--- config.mk ---
export PLATFORM = sky130hd
export DESIGN_NAME = seqdet_scheduler
export DESIGN_NICKNAME = d
export VERILOG_FILES = /design/src/rtl/seqdet_scheduler.sv
export SDC_FILE = /design/constraint.sdc
export NUM_CORES = 1
export LEC_CHECK = 0
export ABC_AREA = 1
export CELL_PAD_IN_SITES_DETAIL_PLACEMENT = 1
export CELL_PAD_IN_SITES_GLOBAL_PLACEMENT = 2
export CORE_MARGIN = 2
export CORE_UTILIZATION = 27
export CTS_CLUSTER_DIAMETER = 150
export CTS_CLUSTER_SIZE = 30
export DETAILED_ROUTE_END_ITERATION = 7
export GPL_ROUTABILITY_DRIVEN = 0
export HOLD_SLACK_MARGIN = 0.03
export PLACE_DENSITY = 0.85
export SYNTH_ARGS = -nofsm -noshare
export SYNTH_HDL_FRONTEND = slang
export SYNTH_SLANG_ARGS = --single-unit
--- constraint.sdc ---
create_clock -name clk -period 5.1 [get_ports clk]
set_clock_uncertainty 0.15 [all_clocks]
set_input_delay 1.275 -clock clk [delete_from_list [all_inputs] [get_ports clk]]
set_output_delay 1.275 -clock clk [all_outputs]
set_load 0.02 [all_outputs]
--- src/rtl/seqdet_scheduler.sv ---
// Round-robin scheduler sharing one nine-state run-of-four detector.
// Serializes each granted word LSB-first and reports the match count per requester.
module seqdet_scheduler #(
   parameter int N     = 4,
   parameter int WIDTH = 8,
   parameter int IDW   = $clog2(N),
   parameter int CW    = $clog2(WIDTH + 1)
) (
   input  logic             clk,
   input  logic             rst,
   input  logic [N-1:0]     req,
   input  logic [N*WIDTH-1:0] data,
   output logic [N-1:0]     grant,
   output logic             busy,
   output logic             done,
   output logic [IDW-1:0]   done_id,
   output logic [CW-1:0]    match_count,
   output logic             z,
   output logic [8:0]       det_state
);

   typedef enum logic [1:0] {
      IDLE,
      SHIFT,
      DONE
   } state_t;

   localparam logic [CW-1:0] LAST  = CW'(WIDTH - 1);
   localparam logic [8:0]    DET_A = 9'b000000001;

   state_t             state_q, state_d;
   logic [IDW-1:0]     rr_ptr_q, rr_ptr_d;
   logic [IDW-1:0]     cur_id_q, cur_id_d;
   logic [WIDTH-1:0]   shreg_q, shreg_d;
   logic [CW-1:0]      bitcnt_q, bitcnt_d;
   logic [CW-1:0]      acc_q, acc_d;
   logic [8:0]         det_q, det_d;
   logic [N-1:0]       grant_q, grant_d;
   logic               done_q, done_d;
   logic [IDW-1:0]     done_id_q, done_id_d;
   logic [CW-1:0]      mcount_q, mcount_d;

   logic [IDW-1:0]     win;
   logic               found;
   logic [8:0]         det_nxt;

   // Detector step: zeros walk A/F-I -> B..E, ones walk A/B-E -> F..I.
   function automatic logic [8:0] det_next(input logic [8:0] s,
                                           input logic       w);
      logic [8:0] n;
      n = '0;
      if (!w) begin
         unique case (1'b1)
            s[1]:       n[2] = 1'b1;
            s[2]:       n[3] = 1'b1;
            s[3], s[4]: n[4] = 1'b1;
            default:    n[1] = 1'b1;
         endcase
      end else begin
         unique case (1'b1)
            s[5]:       n[6] = 1'b1;
            s[6]:       n[7] = 1'b1;
            s[7], s[8]: n[8] = 1'b1;
            default:    n[5] = 1'b1;
         endcase
      end
      return n;
   endfunction

   // Round-robin pick: first set request at or after rr_ptr, wrapping.
   always_comb begin
      int idx;
      win   = '0;
      found = 1'b0;
      idx   = 0;
      for (int i = 0; i < N; i++) begin
         idx = int'(rr_ptr_q) + i;
         if (idx >= N) idx = idx - N;
         if (!found && req[idx]) begin
            win   = IDW'(idx);
            found = 1'b1;
         end
      end
   end

   // Controller next-state, datapath and registered outputs.
   always_comb begin
      state_d   = state_q;
      rr_ptr_d  = rr_ptr_q;
      cur_id_d  = cur_id_q;
      shreg_d   = shreg_q;
      bitcnt_d  = bitcnt_q;
      acc_d     = acc_q;
      det_d     = det_q;
      grant_d   = '0;
      done_d    = 1'b0;
      done_id_d = done_id_q;
      mcount_d  = mcount_q;
      det_nxt   = det_next(det_q, shreg_q[0]);
      unique case (state_q)
         IDLE: begin
            if (found) begin
               grant_d[win] = 1'b1;
               cur_id_d     = win;
               rr_ptr_d     = (win == IDW'(N - 1)) ? '0 : win + 1'b1;
               shreg_d      = data[win*WIDTH +: WIDTH];
               bitcnt_d     = '0;
               acc_d        = '0;
               det_d        = DET_A;
               state_d      = SHIFT;
            end
         end
         SHIFT: begin
            det_d    = det_nxt;
            shreg_d  = shreg_q >> 1;
            bitcnt_d = bitcnt_q + 1'b1;
            if (det_nxt[4] || det_nxt[8]) acc_d = acc_q + 1'b1;
            if (bitcnt_q == LAST) begin
               state_d   = DONE;
               done_d    = 1'b1;
               done_id_d = cur_id_q;
               mcount_d  = acc_d;
            end
         end
         DONE: begin
            state_d = IDLE;
         end
         default: begin
            state_d = IDLE;
         end
      endcase
   end

   // State register with synchronous reset; a word in flight is dropped.
   always_ff @(posedge clk) begin
      if (rst) begin
         state_q   <= IDLE;
         rr_ptr_q  <= '0;
         cur_id_q  <= '0;
         shreg_q   <= '0;
         bitcnt_q  <= '0;
         acc_q     <= '0;
         det_q     <= DET_A;
         grant_q   <= '0;
         done_q    <= 1'b0;
         done_id_q <= '0;
         mcount_q  <= '0;
      end else begin
         state_q   <= state_d;
         rr_ptr_q  <= rr_ptr_d;
         cur_id_q  <= cur_id_d;
         shreg_q   <= shreg_d;
         bitcnt_q  <= bitcnt_d;
         acc_q     <= acc_d;
         det_q     <= det_d;
         grant_q   <= grant_d;
         done_q    <= done_d;
         done_id_q <= done_id_d;
         mcount_q  <= mcount_d;
      end
   end

   assign grant       = grant_q;
   assign busy        = (state_q != IDLE);
   assign done        = done_q;
   assign done_id     = done_id_q;
   assign match_count = mcount_q;
   assign det_state   = det_q;
   assign z           = det_q[4] | det_q[8];

endmodule

==> Yosys cells after proc, flatten, opt, wreduce, memory -nomap -nowiden <==
Cells that the tools add are included.
{ "word_totals": {"regBits": 42, "output_inout_bits": 22, "word_cells": 111} }
{ "op_classes": {"addsub": 10, "order_cmp": 10, "eq_ne": 5, "shift": 1, "n_mux": 49, "bitwise": 4, "reduce_logical": 21} }
{ "op_table": {"columns": ["operator", "count"], "rows": [
  ["$lt 32x4->1 const B", 4],
  ["$mux 32", 4],
  ["$shiftx 32x6->8", 1],
  ["$mux 1", 22],
  ["$pmux 9 s2", 1],
  ["$mux 4", 4],
  ["$pmux 4 s2", 2],
  ["$pmux 8 s2", 1],
  ["$mux 2", 7],
  ["$sub 3x3->4 const B", 3],
  ["$ge 3x3->1 const B", 3],
  ["$mux 9", 1],
  ["$add 4x1->4 const B", 2],
  ["$bmux 1 s2", 4],
  ["$mux 8", 1],
  ["$reduce_and 2->1", 4],
  ["$reduce_or 4->1", 2],
  ["$add 2x2->3 const B", 2],
  ["$reduce_or 2->1", 3],
  ["$eq 4x3->1 const B", 1],
  ["$logic_and 1x1->1", 4],
  ["$ne 2x2->1 const B", 2],
  ["$pmux 2 s2", 1],
  ["$reduce_bool 2->1", 2],
  ["15 further kinds", 19]
]} }

==> Logic depth before layout (Yosys ltp) <==
Gate-level depths: netlist of run 1.
{ "logic_depth": {"ltp_word": 19, "ltp_mapped": 16, "mapped_depth_nobuf": 16} }

==> Least setup slack after synthesis of run 1 <==
No wires, ideal clock.
{ "synth_path": {"path_type": "in2reg", "startpoint": "input port req[0]", "endpoint": "register shreg_q[5]", "setup_ns": 0.128, "arrival_ns": 2.466, "required_ns": 4.822, "slack_ns": 2.356, "cell_stages": 14, "n_path_buf": 1, "cell_sequence": "inv_1 -> nand2_1 -> nand3_2 -> nand2_2 -> nor2_4 -> nand3_2 -> nand2_2 -> nand2_4 -> buf_6 -> or2_0 -> nand2_1 -> nand2_1 -> a21oi_1 -> nor2_1"} }
{ "synth_between": {"elab_chain_len": 16} }
{ "synth_lines": {"columns": ["element", "line", "rtl"], "rows": [
  ["start, declared", "11", "input logic [N-1:0] req,"],
  ["$bmux 1 s2", "79", "if (!found && req[idx]) begin"],
  ["$mux 1 (not written as such) (2 in a row)", "79", null],
  ["$mux 1", "79", null],
  ["$logic_not 1->1", "79", null],
  ["$logic_and 1x1->1", "79", null],
  ["$mux 1", "79", null],
  ["$logic_not 1->1", "79", null],
  ["$logic_and 1x1->1", "79", null],
  ["$mux 1", "79", null],
  ["$logic_not 1->1", "79", null],
  ["$logic_and 1x1->1", "79", null],
  ["$mux 2", "79", null],
  ["$shiftx 32x6->8", "106", "shreg_d = data[win*WIDTH +: WIDTH];"],
  ["$mux 8", "102", "if (found) begin"],
  ["$pmux 8 s2", "100", "unique case (state_q)"],
  ["end signal, assigned", "152", "shreg_q <= shreg_d;"],
  ["end, declared", "34", "logic [WIDTH-1:0] shreg_q, shreg_d;"]
]} }
Several ways; a longest one is shown, not always the timed one. The select of a mux whose other input is x is not followed.
A chain may end at the register's enable or synchronous reset.

==> Worst setup path in the final report of run 1 <==
{ "layout_path": {"startpoint": "input port req[0]", "endpoint": "register shreg_q[1]"} }
{ "layout_between": {"elab_chain_len": 16} }
{ "layout_lines": {"columns": ["element", "line", "rtl"], "rows": [
  ["$bmux 1 s2", "79", null],
  ["$mux 1 (not written as such) (2 in a row)", "79", null],
  ["$mux 1", "79", null],
  ["$logic_not 1->1", "79", null],
  ["$logic_and 1x1->1", "79", null],
  ["$mux 1", "79", null],
  ["$logic_not 1->1", "79", null],
  ["$logic_and 1x1->1", "79", null],
  ["$mux 1", "79", null],
  ["$logic_not 1->1", "79", null],
  ["$logic_and 1x1->1", "79", null],
  ["$mux 2 (*)", "79", null],
  ["net win[0]", "43", "logic [IDW-1:0] win;"],
  ["$shiftx 32x6->8 (*)", "106", null],
  ["$mux 8 (*)", "102", null],
  ["$pmux 8 s2 (*)", "100", null]
]} }
Mark *: on every way through the listed nets, which the timed path passes. The rest lies on a longest branch. The select of a mux whose other input is x is not followed.

==> key figures, run 1 <==
Timing
  • # setup viols final: 0
  • Crit path time final: 3363 ps
  • Peak Freq: 297.4 MHz
  • Hold Fails Final Rpt: 0
  • Max Transition Viols Final: 0
  • Tightest Pin Transition: 654.6 ps
  • Headroom to the max-slew limit: 0.5590
  • Setup TNS Final: 0 ps
  • RSZ-0062 raised after global routing: no
  • Period utilization: 0.6594

Floorplan
  • Core ar.: 8175 sq um
  • # IOs: 60
  • Die area: 9184 sq um
  • Die width: 95.84 um
  • Initial Util: 0.2785
  • Die Ht: 95.84 um
  • # rows: 33

Clocking
  • Hold_buf cts: 0
  • Clock transition at path regs: 80 ps
  • CTS Buf Count: 5
  • CTS tree: done
  • Worst-skew pair later-pin latency: 300 ps
  • CTS Root Cell: clkbuf_8
  • CTS Buffer Depth: 2
  • Number of setup buffers added after CTS: 0
  • H-tree Lvls: 2
  • CTS sink count: 42
  • Post_cts resized: 0

Drt
  • Via count: 2327
  • 1st-iter DRT viols: 65
  • Antenna viol nets, final: 0
  • 1st-pass router iterations: 4
  • DRC Markers: 0
  • Vias per cell: 4.581
  • Wire length per cell: 13.24 um
  • Drt total wl: 6.724 mm

Logic synthesis
  • Post-synthesis cell count: 344
  • Mean Syn Cell Area: 6.620 sq um
  • Area of the mapped netlist: 2277 sq um
  • Top cells by area, synth: dfxtp_1 37%, nand2_1 16%, inv_1 6.8%
  • YS warnings: 0
  • Yosys top cell area share: 0.3692
  • Yosys top cell by area: dfxtp_1
  • Post-Syn Nets: 386
  • Seq cells post-synth: 42
  • Post-synthesis sequential area ratio: 0.3692
  • Yosys cell types: 32

Global routing
  • Initial antenna violation count: 0
  • Vias in the first global route: 2331
  • Total grt overflow: 0
  • GR Util All Layers: 0.1533
  • First-pass GRT wire length: 11.07 mm
  • Largest net degree at the start of global routing: 24

Pwr
  • Power per standard cell area: 455.0 nW/um^2
  • Clock power share: 0.166
  • P_int: 747.1 uW
  • NetSw: 642.6 uW
  • Leak Pwr: 1.314 nW
  • VDD IR max: 0.0002307 V
  • Sequential Power Share: 0.308
  • Sw frac: 0.4624
  • Gate power share: 0.526

Worst setup path
  • Worst setup SP type: input pin
  • R2R cell count: 15
  • Worst path bufs/invs: 3
  • Worst stage delay on the critical path: 480 ps
  • CP dominant cell by count: nand2_1
  • Critical path depth: 16
  • Worst-path fanout max: 23
  • Critical Path RT: 5120 ps
  • Crit. Startpoint: req[0]
  • Setup CP Type: input pin to register
  • Critical path, cell by cell: clkdlybuf4s50_1, inv_1, nand2_1, nand2_1, nand2_1, nand2_1, a21oi_1, nand2_1, nand2_4, inv_1, nand2_1, nand2_1, nand2_1, nand2_1, a21oi_1, nor2_1
  • Setup crit end kind: register
  • Critical path's top delay family: simple AND/OR/NAND/NOR gates
  • R2R Path Start: rr_ptr_q[0]
  • Critical path's slowest cell: clkdlybuf4s50_1
  • Worst Path Arrival: 3380 ps

Outcome
  • Status: finished, final reports clean

Cells and area
  • FILL cells: 1046
  • Diode count: 0
  • Share of post-route cells with drive strength above 1: 0.08685
  • Area added between synthesis and finish: 34.12%
  • Final core occ: 0.3736
  • Nets@finish: 444

Placement
  • Port Buffers: 59
  • Post-DP HPWL: 5.101 mm

Min path
  • WHS Path Cells: 2
  • Min-Delay Path Class: register to register
  • Hold Crit Start: det_state[0]

Flow run
  • Max_cap viols: 0
-- worst reg2reg max path, stage by stage, from the launching register on --
cell and delay, ps:
dfxtp_1 570, inv_2 170, nand2_1 120, nand2_2 80
nand2_1 60, nand2_1 80, a21oi_1 160, nand2_1 160
nand2_4 270, inv_1 220, nand2_1 100, nand2_1 60
nand2_1 60, nand2_1 80, a21oi_1 130, nor2_1 50
-- cell usage after synthesis --
cell type  count
nand2_1      100
dfxtp_1       42
inv_1         41
a21oi_1       29
nand3_1       29
nor2_1        26
o21ai_0       11
nand2_2        8
inv_2          5
o22ai_1        5
clkbuf_1       4
ha_1           4
nand3b_1       4
o21ai_1        4
or2_2          4
nand3_2        3
nor3_1         3
xor2_1         3
buf_2          2
buf_4          2
nand4_1        2
nor2_4         2
or2_0          2
a211oi_1       1
and2_1         1
buf_1          1
buf_6          1
nand2_4        1
nor2_2         1
nor2_8         1
nor4_1         1
o211ai_1       1
-- per-stage QoR --
stage / area [sq um] / power [mW] / hold WS (ps) / setup slack (ps) / instances
after floorplan: 2277 / 0.9758 / 278.9 / 2356 / 344
final: 3054 / 1.390 / 316.3 / 1737 / 508
after detailed placement: 2959 / 1.171 / 306.6 / 1439 / 500
after global placement: 2959 / 1.163 / 302.5 / 1433 / 500
after CTS: 3054 / 1.407 / 327.9 / 1744 / 508
after global routing: 3054 / 1.514 / 349.6 / 1531 / 508
-- area by class of cell --
class / count / area (sq um) / area share
timing repair buffer: 61 / 605.6 / 0.1983
clock buffer: 6 / 82.58 / 0.02704
inverter: 46 / 172.7 / 0.05653
multi-input combinational: 246 / 1209 / 0.3957
tap: 105 / 131.4 / 0.04302
clock inverter: 2 / 12.51 / 0.004097
sequential: 42 / 840.8 / 0.2753
-- layer usage --
layer	global-route usage	share of wire	vias up
met4	0.03571	0.0085	0
met5	0	0	-
met2	0.2360	0.41	47
li1	-	-	1205
met1	0.2200	0.53	1070
met3	0.03054	0.046	5
-- logic make-up (layout without fill, tap and decap cells) --
| family | after synthesis | after routing | synth area share |
|---|---|---|---|
| AO/OA/AOI/OAI | 51 | 51 | 0.1170 |
| buffers and inverters | 56 | 115 | 0.1000 |
| adder cells (fa/ha/maj) | 4 | 4 | 0.02198 |
| XOR/XNOR | 3 | 3 | 0.01154 |
| flip-flops | 42 | 42 | 0.3692 |
| AND/OR/NAND/NOR | 188 | 188 | 0.3802 |
-- worst paths after layout --
check	endpoint	slack (ps)
worst max register to register	shreg_q[1]	2460
worst max-delay path	shreg_q[1]	1740
worst min-delay path	det_state[0]	320
worst min register to register	det_state[0]	320
-- state kept, by name, indices dropped and copies added, names as in the netlist --
name / cells
done_id: 2
det_state: 9
rr_ptr_q: 2
grant: 4
match_count: 4
done: 1
shreg_q: 8
state_q: 2
acc_q: 4
cur_id_q: 2
bitcnt_q: 4
-- power by group through the flow --
stage               registers (mW)  clock network [mW]  logic, mW
floorplan                    0.441                   0      0.535
global placement             0.435                   0      0.728
detailed placement           0.437                   0      0.735
CTS                          0.429               0.239      0.739
global route                 0.436               0.251      0.827
finish                       0.428               0.231      0.730
-- cells in the final DEF, fill, tap and decap left out --
cell type        synthesis  layout
nand2_1                100     100
clkdlybuf4s50_1          0      59
dfxtp_1                 42      42
inv_1                   41      41
nand3_1                 29      29
a21oi_1                 29      29
nor2_1                  26      26
o21ai_0                 11      11
nand2_2                  8       8
clkbuf_8                 0       6
inv_2                    5       5
o22ai_1                  5       5
o21ai_1                  4       4
or2_2                    4       4
nand3b_1                 4       4
ha_1                     4       4
nand3_2                  3       3
xor2_1                   3       3
nor3_1                   3       3
nor2_4                   2       2
nand4_1                  2       2
or2_0                    2       2
buf_4                    2       2
nand2_4                  1       1
and2_1                   1       1
nor2_2                   1       1
nor2_8                   1       1
o211ai_1                 1       1
a211oi_1                 1       1
nor4_1                   1       1
clkinvlp_4               0       1
clkinv_2                 0       1
No activity file was read; power rests on OpenSTA's default activity.
==> run 2: changes to the inputs <==
--- a/config.mk
+++ b/config.mk
@@ -9,13 +9,13 @@
 export CELL_PAD_IN_SITES_DETAIL_PLACEMENT = 1
 export CELL_PAD_IN_SITES_GLOBAL_PLACEMENT = 2
 export CORE_MARGIN = 2
-export CORE_UTILIZATION = 27
+export CORE_UTILIZATION = 25
 export CTS_CLUSTER_DIAMETER = 150
 export CTS_CLUSTER_SIZE = 30
 export DETAILED_ROUTE_END_ITERATION = 7
 export GPL_ROUTABILITY_DRIVEN = 0
 export HOLD_SLACK_MARGIN = 0.03
-export PLACE_DENSITY = 0.85
+export PLACE_DENSITY = 0.8
 export SYNTH_ARGS = -nofsm -noshare
 export SYNTH_HDL_FRONTEND = slang
 export SYNTH_SLANG_ARGS = --single-unit
==> constraint.sdc (replaced) <==
create_clock -name clk -period 3.3 [get_ports clk]
set_clock_uncertainty 0.15 [all_clocks]
set_input_delay 0.825 -clock clk [delete_from_list [all_inputs] [get_ports clk]]
set_output_delay 0.825 -clock clk [all_outputs]
set_load 0.02 [all_outputs]
==> run 2 against run 1 <==
- register-to-register slack got worse by 1800 ps
- sequential power grew 56%
- cell count grew 0.79%
- combinational power increased by 56%
- clock power rose by 82%
- via count increased by 0.47%
- global-route usage down 0.80 points
- non-clock buffer count increased by 2
- worst hold slack improved by 8.0 ps
- wire length grew 2.1%
- critical path depth is the same
- worst setup slack worse by 1300 ps
- largest cell class unchanged
==> key figures, run 2 (synthesis results as in run 1) <==
Worst setup path
  • Worst Path Arrival: 2840 ps
  • Worst-path fanout max: 23
  • Setup crit end kind: register
  • Worst setup SP type: input pin
  • Critical Path RT: 3310 ps
  • Setup CP Type: input pin to register

Clocking
  • H-tree Lvls: 2
  • CTS Buffer Depth: 2
  • Worst-skew pair later-pin latency: 290 ps
  • CTS Root Cell: clkbuf_8
  • Number of setup buffers added after CTS: 0
  • CTS Buf Count: 5
  • Hold_buf cts: 0
  • Post_cts resized: 0
  • CTS sink count: 42
  • Clock transition at path regs: 70 ps
  • CTS tree: done

Drt
  • Drt total wl: 6.867 mm
  • Via count: 2338
  • Vias per cell: 4.566
  • 1st-pass router iterations: 4
  • Wire length per cell: 13.41 um
  • Antenna viol nets, final: 0
  • 1st-iter DRT viols: 50
  • DRC Markers: 0

Floorplan
  • Core ar.: 8763 sq um
  • Initial Util: 0.2599
  • Die Ht: 99.44 um
  • Die width: 99.44 um
  • Die area: 9888 sq um
  • # IOs: 60
  • # rows: 34

Cells and area
  • Nets@finish: 446
  • Finished Layout Cells: 512
  • Area added between synthesis and finish: 35.71%
  • Commonest non-fill, non-tap cell in the layout: nand2_1
  • Max reg flops: 9
  • Diode count: 0
  • Share of post-route cells with drive strength above 1: 0.08911
  • Commonest cells after routing, fill and taps aside: 100 x nand2_1, 59 x clkdlybuf4s50_1, 42 x dfxtp_1

Pwr
  • Total power: 2.233 mW
  • Leak Pwr: 1.334 nW
  • Power per standard cell area: 722.4 nW/um^2
  • VDD IR max: 0.0002841 V

Timing
  • Crit path time final: 2822 ps
  • # setup viols final: 0
  • RSZ-0062 raised after global routing: no
  • Setup TNS Final: 0 ps
  • Tightest Pin Transition: 692.4 ps
  • Peak Freq: 354.4 MHz
  • Final hold slack: 324.4 ps
  • Period utilization: 0.8551
  • Max Transition Viols Final: 0
  • Headroom to the max-slew limit: 0.5335
  • Hold Fails Final Rpt: 0

Global routing
  • Largest net degree at the start of global routing: 26
  • Total grt overflow: 0
  • GR Util All Layers: 0.1453
  • Vias in the first global route: 2436
  • Initial antenna violation count: 0
  • First-pass GRT wire length: 11.66 mm

Placement
  • Port Buffers: 59
  • Inst Count DP: 505
  • Post-DP HPWL: 5.302 mm

Min path
  • Min-Delay Path Class: register to register

Flow run
  • Max_cap viols: 0

Outcome
  • Status: finished, final reports clean
[run 2: changes by cell type in the layout (fill, tap and decap cells not counted)]
cell	change
buf_4	+2
bufinv_16	+1
clkinvlp_4	-1
clkinv_2	-1
[run 2: critical path, cell delays in order]
cell             delay (ps)
clkdlybuf4s50_1         490
inv_1                    70
nand2_1                  60
nand2_1                  50
nand2_1                  70
nand2_1                  90
a21oi_1                 130
nand2_1                 140
nand2_4                 270
inv_1                   190
nand2_1                  90
nand2_1                  50
nand2_1                  50
nand2_1                  60
a21oi_1                 130
nor2_1                   60
[run 2: layout make-up]
class	count	area (sq um)
clock buffer	6	82.58
clock inverter	1	30.03
fill	1147	5673
inverter	46	172.7
multi-input combinational	246	1209
sequential	42	840.8
tap	108	135.1
timing repair buffer	63	620.6
[run 2: metrics by stage]
step                utilization  area, sq um  setup WS (ps)
CTS                      0.3527         3090          465.7
detailed placement       0.3398         2978          164.4
floorplan                     -         2277           1006
finish                   0.3527         3090          478.1
global placement         0.3398         2978          240.1
global route             0.3527         3090          178.3
[run 2: report_power, final]
part | switching (mW) | internal, mW | leakage (nW) | total [mW]
sequential | 0.0698 | 0.597 | 0.342 | 0.667
clock | 0.179 | 0.242 | 0.0573 | 0.421
combinational | 0.737 | 0.407 | 0.935 | 1.14
[run 2: final timing paths]
| check | slack (ps) | cells after the start | end | from |
|---|---|---|---|---|
| setup / recovery | 480 | 16 | shreg_q[5] | req[3] |
| hold / removal | 320 | 2 | shreg_q[4] | shreg_q[4] |
| setup reg to reg | 710 | 15 | shreg_q[5] | rr_ptr_q[0] |
| hold reg to reg | 320 | 2 | shreg_q[4] | shreg_q[4] |
[run 2: routing by layer]
layer	part of all wire	GRT usage
met2	0.43	0.2271
met4	0.0045	0.02213
met3	0.041	0.02600
met5	0	0
met1	0.53	0.2131
==> run 3: changes to the inputs <==
--- a/config.mk
+++ b/config.mk
@@ -8,7 +8,7 @@
 export ABC_AREA = 1
 export CELL_PAD_IN_SITES_DETAIL_PLACEMENT = 1
 export CELL_PAD_IN_SITES_GLOBAL_PLACEMENT = 2
-export CORE_MARGIN = 2
+export CORE_MARGIN = 1.5
 export CORE_UTILIZATION = 25
 export CTS_CLUSTER_DIAMETER = 150
 export CTS_CLUSTER_SIZE = 30
==> run 3 against run 2 <==
- first-iteration DRC count is 28% higher
- global-route usage increased by 0.15 points
- wire length fell by 0.45%
- largest cell class unchanged
==> key figures, run 3 (synthesis results as in run 1) <==
Outcome
  • Status: finished, final reports clean

Cells and area
  • Area added between synthesis and finish: 35.71%
  • Share of post-route cells with drive strength above 1: 0.08911
  • Commonest cells after routing, fill and taps aside: 100 x nand2_1, 59 x clkdlybuf4s50_1, 42 x dfxtp_1
  • Design Area, Final: 3090 sq um
  • FILL cells: 1115
  • Nets@finish: 446
  • Commonest non-fill, non-tap cell in the layout: nand2_1
  • Diode count: 0
  • Max reg flops: 9

Global routing
  • Initial antenna violation count: 0
  • Total grt overflow: 0
  • Largest net degree at the start of global routing: 24
  • First-pass GRT wire length: 11.68 mm
  • GR Util All Layers: 0.1468
  • Vias in the first global route: 2395

Clocking
  • CTS Root Cell: clkbuf_8
  • Post_cts resized: 0
  • Number of setup buffers added after CTS: 0
  • Worst-skew pair later-pin latency: 280 ps
  • H-tree Lvls: 2
  • Clock transition at path regs: 70 ps
  • CTS Buffer Depth: 2
  • CTS sink count: 42
  • Hold_buf cts: 0
  • CTS tree: done
  • CTS Buf Count: 5

Timing
  • Setup TNS Final: 0 ps
  • RSZ-0062 raised after global routing: no
  • Peak Freq: 350.2 MHz
  • Headroom to the max-slew limit: 0.5224
  • Hold Fails Final Rpt: 0
  • Period utilization: 0.8654
  • # setup viols final: 0
  • Tightest Pin Transition: 708.9 ps
  • Max Transition Viols Final: 0
  • Crit path time final: 2856 ps

Worst setup path
  • Crit. Startpoint: req[1]
  • Critical path's slowest cell: clkdlybuf4s50_1
  • Critical Path RT: 3320 ps
  • Setup slack, reg-to-reg: 680 ps
  • R2R Path Start: rr_ptr_q[0]
  • Worst setup SP type: input pin
  • Worst-path fanout max: 23
  • Setup crit end kind: register
  • Setup CP Type: input pin to register
  • Critical path's top delay family: simple AND/OR/NAND/NOR gates
  • Critical path, cell by cell: clkdlybuf4s50_1, inv_1, nand2_1, nand2_1, nand2_1, nand2_1, a21oi_1, nand2_1, nand2_4, inv_1, nand2_1, nand2_1, nand2_1, nand2_1, a21oi_1, nor2_1
  • Worst Path Arrival: 2870 ps
  • CP dominant cell by count: nand2_1
  • Worst path bufs/invs: 3
  • Worst stage delay on the critical path: 480 ps

Floorplan
  • Die area: 9690 sq um
  • Die width: 98.44 um
  • # rows: 34
  • Initial Util: 0.2599
  • Die Ht: 98.44 um
  • # IOs: 60
  • Core ar.: 8763 sq um

Drt
  • Antenna viol nets, final: 0
  • 1st-pass router iterations: 4
  • Drt total wl: 6.836 mm
  • DRC Markers: 0
  • Vias per cell: 4.576
  • Via count: 2343
  • Wire length per cell: 13.35 um
  • 1st-iter DRT viols: 64

Pwr
  • Total power: 2.228 mW
  • Leak Pwr: 1.334 nW
  • Power per standard cell area: 720.8 nW/um^2
  • VDD IR max: 0.0002502 V

Placement
  • Post-DP HPWL: 5.218 mm
  • Port Buffers: 59
  • Dpl cell area: 2978 sq um

Min path
  • Hold Crit Start: shreg_q[3]
  • Min-Delay Path Class: register to register

Flow run
  • Max_cap viols: 0
## run 3: worst paths after layout
path / cells past startpoint / to
max reg2reg: 15 / shreg_q[1]
min: 2 / shreg_q[3]
max: 16 / shreg_q[1]
min reg2reg: 2 / shreg_q[3]
## run 3: power breakdown
| part | switching (mW) | total (mW) | internal [mW] |
|---|---|---|---|
| combinational | 0.746 | 1.15 | 0.406 |
| clock | 0.172 | 0.414 | 0.242 |
| sequential | 0.0653 | 0.662 | 0.597 |
| total | 0.983 | 2.23 | 1.24 |
## run 3: tightest hold or removal path, delay by kind of cell (launching register included)
family,cells,cell delay [ps]
flops,1,310
simple gates,1,60
compound gates,1,50
## run 3: metrics by stage
stage	utilization	cells	worst slack, ps	hold WS (ps)
2_1_floorplan	-	344	1006	278.9
3_3_place_gp	0.3398	505	218.2	304.8
4_1_cts	0.3527	512	442.8	323.3
5_1_grt	0.3527	512	171.0	340.1
3_5_place_dp	0.3398	505	140.9	309.4
6_report	0.3527	512	444.2	318.3
## run 3: area by class of cell
type | count | area (sq um) | share of cell area
Multi-Input combinational cell | 246 | 1209 | 0.3911
Sequential cell | 42 | 840.8 | 0.2721
Clock inverter | 1 | 30.03 | 0.009717
Tap cell | 108 | 135.1 | 0.04372
Clock buffer | 6 | 82.58 | 0.02672
Timing Repair Buffer | 63 | 620.6 | 0.2008
Inverter | 46 | 172.7 | 0.05587
## run 3: metal layers
layer  GRT usage  vias to the layer above  routed length, um  part of all wire
met5           0                        -                  0                 0
met4     0.02600                        0                 38            0.0056
met3     0.03262                        2                283             0.041
met2      0.2229                       47               2924              0.43
met1      0.2153                     1081               3589              0.53
li1            -                     1213                  -                 -
